==> src/rtl/sm_scan_pkg.sv <==
// Shared types and constants for the register scanner.
// scan_state_t : SETTLE (address settling), SHOW_LO / SHOW_HI (half-word pages on display).
// SEG_BLANK    : all segments and dp off (active-low).
// SEG7_LUT     : 16 active-low patterns {dp,g..a} for hex digits 0-F, dp off; entry n at bits [8n+7:8n].
// seg7()       : lookup helper into SEG7_LUT.
package sm_scan_pkg;

  typedef enum logic [1:0] {SETTLE, SHOW_LO, SHOW_HI} scan_state_t;

  localparam logic [7:0] SEG_BLANK = 8'hFF;

  localparam logic [127:0] SEG7_LUT = {
    8'h8E, 8'h86, 8'hA1, 8'hC6, 8'h83, 8'h88, 8'h90, 8'h80,  // F E d C b A 9 8
    8'hF8, 8'h82, 8'h92, 8'h99, 8'hB0, 8'hA4, 8'hF9, 8'hC0   // 7 6 5 4 3 2 1 0
  };

  function automatic logic [7:0] seg7(input logic [3:0] nibble);
    return SEG7_LUT[{nibble, 3'b000} +: 8];
  endfunction

endpackage

==> src/rtl/sm_hex_digit.sv <==
// One 7-segment digit decoder (combinational).
// Ports:
//   nibble in 4  hex value to show
//   dp_on  in 1  1 = light the decimal point
//   blank  in 1  1 = force every segment and dp off
//   seg    out 8 {dp,g..a}, active-low
module sm_hex_digit
  import sm_scan_pkg::*;
(
  input  logic [3:0] nibble,
  input  logic       dp_on,
  input  logic       blank,
  output logic [7:0] seg
);

  logic [7:0] glyph;

  always_comb begin
    glyph = seg7(nibble);
    seg   = SEG_BLANK;
    if (!blank) begin
      seg = {~dp_on, glyph[6:0]};
    end
  end

endmodule

==> src/rtl/sm_reg_scanner.sv <==
// Paged register scanner for the core's debug port, shown on six 7-segment digits.
// Walks regAddr 0..ADDR_MAX; for each address it waits SETTLE_CYC cycles, latches
// regData, then shows the low half-word page followed by the high half-word page.
// scan_en=1 auto-advances pages every DWELL_CYC cycles; scan_en=0 pauses and a
// one-cycle step pulse advances one page.
// Ports:
//   clk, rst_n   clock and synchronous active-low reset
//   scan_en      1 = auto-advance, 0 = paused
//   step         single-page advance while paused (ignored in SETTLE)
//   regAddr      address driven to the core debug port
//   regData      combinational read data for regAddr
//   hex0..hex5   active-low {dp,g..a}; hex5..4 = address, hex3..0 = half-word
//   page_hi      1 while the high half-word is shown (dp on hex4 is lit too)
//   dbg_state    current FSM state (scan_state_t encoding)
// Build option: SM_SCAN_SKIP_ZERO_EN -- addresses reading zero are skipped
// without touching the display.
module sm_reg_scanner
  import sm_scan_pkg::*;
#(
  parameter int SETTLE_CYC = 4,
  parameter int DWELL_CYC  = 5_000_000,
  parameter int ADDR_MAX   = 31
) (
  input  logic        clk,
  input  logic        rst_n,
  input  logic        scan_en,
  input  logic        step,
  output logic [4:0]  regAddr,
  input  logic [31:0] regData,
  output logic [7:0]  hex0,
  output logic [7:0]  hex1,
  output logic [7:0]  hex2,
  output logic [7:0]  hex3,
  output logic [7:0]  hex4,
  output logic [7:0]  hex5,
  output logic        page_hi,
  output logic [1:0]  dbg_state
);

  localparam int CNT_MAX = (SETTLE_CYC > DWELL_CYC) ? SETTLE_CYC : DWELL_CYC;
  localparam int CNT_W   = $clog2(CNT_MAX + 1);
  localparam logic [CNT_W-1:0] SETTLE_LAST = CNT_W'(SETTLE_CYC - 1);
  localparam logic [CNT_W-1:0] DWELL_LAST  = CNT_W'(DWELL_CYC - 1);
  localparam logic [4:0]       ADDR_LAST   = 5'(ADDR_MAX);

  scan_state_t      state;
  logic [CNT_W-1:0] cnt;
  logic [31:0]      data_q;
  logic [4:0]       shown_addr;
  logic             blank;

  logic       page_done;
  logic [4:0] addr_next;

  // Paused pages advance only on step; running pages only on the dwell timeout.
  assign page_done = scan_en ? (cnt == DWELL_LAST) : step;
  assign addr_next = (regAddr == ADDR_LAST) ? 5'd0 : regAddr + 5'd1;
  assign dbg_state = state;

  always_ff @(posedge clk) begin
    if (!rst_n) begin
      state      <= SETTLE;
      cnt        <= '0;
      regAddr    <= 5'd0;
      page_hi    <= 1'b0;
      blank      <= 1'b1;
      data_q     <= 32'd0;
      shown_addr <= 5'd0;
    end else begin
      case (state)
        SETTLE: begin
          if (cnt == SETTLE_LAST) begin
            cnt <= '0;
`ifdef SM_SCAN_SKIP_ZERO_EN
            if (regData == 32'd0) begin
              // Zero register: move on, leave whatever is on the display.
              regAddr <= addr_next;
            end else begin
              data_q     <= regData;
              shown_addr <= regAddr;
              blank      <= 1'b0;
              page_hi    <= 1'b0;
              state      <= SHOW_LO;
            end
`else
            data_q     <= regData;
            shown_addr <= regAddr;
            blank      <= 1'b0;
            page_hi    <= 1'b0;
            state      <= SHOW_LO;
`endif
          end else begin
            cnt <= cnt + CNT_W'(1);
          end
        end
        SHOW_LO: begin
          if (page_done) begin
            page_hi <= 1'b1;
            cnt     <= '0;
            state   <= SHOW_HI;
          end else if (scan_en) begin
            cnt <= cnt + CNT_W'(1);
          end
        end
        SHOW_HI: begin
          if (page_done) begin
            regAddr <= addr_next;
            cnt     <= '0;
            state   <= SETTLE;
          end else if (scan_en) begin
            cnt <= cnt + CNT_W'(1);
          end
        end
        default: begin
          state <= SETTLE;
          cnt   <= '0;
        end
      endcase
    end
  end

  logic [15:0] half;
  assign half = page_hi ? data_q[31:16] : data_q[15:0];

  sm_hex_digit u_hex0 (.nibble(half[3:0]),              .dp_on(1'b0),    .blank(blank), .seg(hex0));
  sm_hex_digit u_hex1 (.nibble(half[7:4]),              .dp_on(1'b0),    .blank(blank), .seg(hex1));
  sm_hex_digit u_hex2 (.nibble(half[11:8]),             .dp_on(1'b0),    .blank(blank), .seg(hex2));
  sm_hex_digit u_hex3 (.nibble(half[15:12]),            .dp_on(1'b0),    .blank(blank), .seg(hex3));
  sm_hex_digit u_hex4 (.nibble(shown_addr[3:0]),        .dp_on(page_hi), .blank(blank), .seg(hex4));
  sm_hex_digit u_hex5 (.nibble({3'b000, shown_addr[4]}), .dp_on(1'b0),    .blank(blank), .seg(hex5));

endmodule

==> config.mk <==
export PLATFORM = sky130hd
export DESIGN_NAME = sm_reg_scanner
export DESIGN_NICKNAME = d
export VERILOG_FILES = /design/src/rtl/sm_scan_pkg.sv /design/src/rtl/sm_hex_digit.sv /design/src/rtl/sm_reg_scanner.sv
export SDC_FILE = /design/constraint.sdc
export NUM_CORES = 1
export LEC_CHECK = 0
export CAP_MARGIN = 20
export CELL_PAD_IN_SITES_DETAIL_PLACEMENT = 0
export CELL_PAD_IN_SITES_GLOBAL_PLACEMENT = 1
export CORE_MARGIN = 3
export CORE_UTILIZATION = 28
export DETAILED_ROUTE_END_ITERATION = 7
export GPL_TIMING_DRIVEN = 1
export HOLD_SLACK_MARGIN = 0.15
export PLACE_DENSITY = 0.75
export SYNTH_ARGS = -nofsm -noshare
export SYNTH_HDL_FRONTEND = slang
export SYNTH_SLANG_ARGS = --single-unit
==> constraint.sdc <==
create_clock -name clk -period 2.5 [get_ports clk]
set_input_delay 0.375 -clock clk [delete_from_list [all_inputs] [get_ports clk]]
set_output_delay 0.375 -clock clk [all_outputs]
set_load 0.01 [all_outputs]
==> results_dict.tcl <==
set metrics [dict create \
    status "completed" \
    antenna_found_initial 0 \
    rr_startpoint "cnt[0]" \
    io_pins 92 \
    critPathLaunch "page_hi" \
    routedWlPerCell_um 13.9 \
    whs_ns 0.451 \
    n_antenna_cell 0 \
    nNetsFinal 804 \
    final_util 0.413 \
    hold_violations 0 \
    initial_core_util 0.291 \
    r2r-end "dbg_state[1]" \
    reg2reg_setup_slack_ns 0.26 \
    fin_worst_skew_ns 0.00703 \
    crit_path_end "hex1[6]" \
    grt_max_degree 39 \
    power_mw 3.74 \
    grt_pass1_wl_mm 21.5 \
    synth_adder_area_share 0.0987 \
    clock-sinks 69 \
    cts_tree "done" \
    insertion_delay_ns 0.33 \
    slew_viol_final 0 \
    tightest_slew_ns 0.590 \
    drv_cap 0 \
    path_max_fanout 8 \
    fp.dieW_um 135 \
    synth-xor-area-share 0.0261 \
    synth.mux.area_fraction 0.0590 \
    cts_buffer_depth 2 \
    drc 0 \
    p_leak_nw 2.49 \
    yosys.area_share.simple 0.249 \
    synth_compound_gate_area_share 0.210 \
    dieHeight_um 135 \
    drtPass1Iterations 4 \
    cts-htree-levels 3 \
    path_clk_slew_ns 0.05 \
    post-route-period-util 0.977 \
    io_buffers 85 \
    ctsRootBufferMaster "clkbuf_16" \
    core_area_mm2 0.0161 \
    viasPerCell 4.91 \
    routabilityCongestion 0.905 \
    reg2regPathDepth 6 \
    power_density_mw_per_mm2 562 \
    ant_nets 0 \
    routed_wl_mm 13.2 \
    peakVddDrop_mv 0.278 \
    period_minus_slack_ns 2.44 \
    grt_pass1_vias 4500 \
    relSlewSlack 0.603 \
    synth_ff_type "dfxtp_1" \
    fmax_mhz 410 \
    yosys_warnings 0 \
    grt-ovfl-total 0 \
    ys_ff_latch 69 \
    grt_use_total 0.141 \
    dieArea_mm2 0.0183 \
    grt_setup_unrepaired "true" \
    synth-edff-count 0 \
    vias 4679 \
    ys_async_sr_fraction 0 \
    placementRows 46 \
    drive_gt1_frac 0.235 \
    critical_path_class "register to primary output" \
    fillers 1596 \
    min_from "data_q[8]" \
    synthDistinctLibCells 60 \
    crit_path_start_kind "register" \
    synth_top_family_by_area "simple AND/OR/NAND/NOR gates" \
    setup_viol 0 \
    worstPathRequired_ns 2.12 \
    hpwl_mm 9.40 \
    syn_inst 606 \
    initialDrtViolationCount 201 \
    worst_setup_path_end_kind "primary output" \
    cts_made_buffers 9 \
    hp-class "register to register" \
    ys_seq_area_frac 0.295 \
    synth.avg_cell_area_um2 7.74 \
    crit_arrival_ns 2.07 \
    synth_area_mm2 0.00469 \
    area.growth.synth_to_final_pct 41.9 \
]
cell usage after synthesis (9+ instances only):
library cell	number	area [um^2]
nand4_1	9	56.3
nand3_1	16	80.1
nor2_1	43	161
buf_4	12	90.1
a311o_1	10	100
nor3_1	16	80.1
inv_1	19	71.3
mux2i_1	13	130
a21oi_1	63	315
nand2_1	122	458
ha_1	37	463
clkbuf_1	20	75.1
dfxtp_1	69	1380
mux2_2	11	124
o21ai_0	19	95.1
xor2_1	13	114
metal layers:
metal	up-vias	wire length (um)	GRT usage
met5	-	0	0
met4	0	211	0.0498
met3	18	533	0.0219
met1	2169	6070	0.180
met2	116	6390	0.240
li1	2376	-	-
final cells by class:
cell class | instances | area, um^2 | share of cell area
clock buffers | 12 | 256 | 0.0386
clock inverters | 4 | 70.1 | 0.0105
inverters | 20 | 80.1 | 0.0120
multi-input cells | 480 | 3270 | 0.491
flip-flops and latches | 69 | 1390 | 0.209
well taps | 216 | 270 | 0.0406
repair buffers | 151 | 1320 | 0.199
worst min-delay path by stage:
stage,cells past startpoint,slack (ns),to
final,2,0.45,data_q[8]
after global routing,2,0.48,data_q[24]
after CTS,2,0.45,data_q[31]
after detailed placement,2,0.44,data_q[23]
after global placement,2,0.44,data_q[23]
after floorplan,2,0.43,shown_addr[4]
kinds of logic after synthesis:
family / Yosys count
compound gates: 146
buf+inv: 62
other cells: 1
xor+xnor: 14
fa+ha+maj: 37
mux: 25
flops: 69
simple gates: 252
repair_timing:
action                                  4_1_cts  5_1_grt
hold buffers                                  0        0
gates resized for setup                     129       48
endpoints found under the setup margin       29       28
pin swaps                                     0        7
cloned                                        1        0
setup buffers                                13        4
flip-flops by register name (all words and copies together) (netlist names):
signal and flops:
blank 1, cnt 23, data_q 32, dbg_state 2
page_hi 1, regAddr 5, shown_addr 5
critical path: stages (launching register included):
cell,delay (ns)
dfxtp_4,0.37
buf_16,0.15
buf_4,0.14
mux2_4,0.33
buf_4,0.15
buf_4,0.13
a311o_1,0.34
clkbuf_2,0.13
per-stage QoR:
step | instances | cell area [um^2] | setup WS, ns | TNS (ns)
2_1_floorplan | 611 | 4710 | -0.0168 | -0.0504
5_1_grt | 952 | 6650 | -0.00694 | -0.0201
6_report | 952 | 6650 | 0.0580 | 0
3_3_place_gp | 918 | 6020 | -0.0213 | -0.0430
3_5_place_dp | 918 | 6020 | -0.0684 | -0.460
4_1_cts | 948 | 6650 | -0.0153 | -0.0220
where the power goes:
group          leakage (nW)  switching, mW  total (mW)  internal (mW)
registers             0.559         0.0570        1.22           1.17
logic                  1.76          0.601        1.14          0.536
clock network         0.163          0.451        1.37          0.924
placed cells by master, fill, tap and decap left out, drive strengths merged, types with 3 or more instances in the layout:
cell           netlist  routed
a211oi               8       8
a21o                 3       3
nand2              122     122
a21oi               63      63
a31oi                5       5
nand4               10      10
nand2b               3       3
o31ai                3       3
or3                  4       4
nor3                17      17
nor3b                3       3
xor2                13      13
conb                 1       6
and2                 6       6
nor2b                4       4
clkbuf              21      31
a221o                7       7
clkdlybuf4s50        0      56
mux2i               13      13
dfxtp               69      69
nor4                 4       4
nand3               16      16
o21ai               19      19
ha                  37      37
a311o               10      10
o22ai                3       3
o211ai               7       7
buf                 20      75
inv                 19      19
o21a                 3       3
a211o                8       8
and3                 9       9
nor2                43      43
mux2                11      11
clkinv               1       3
No activity file was read; power rests on OpenSTA's default activity.
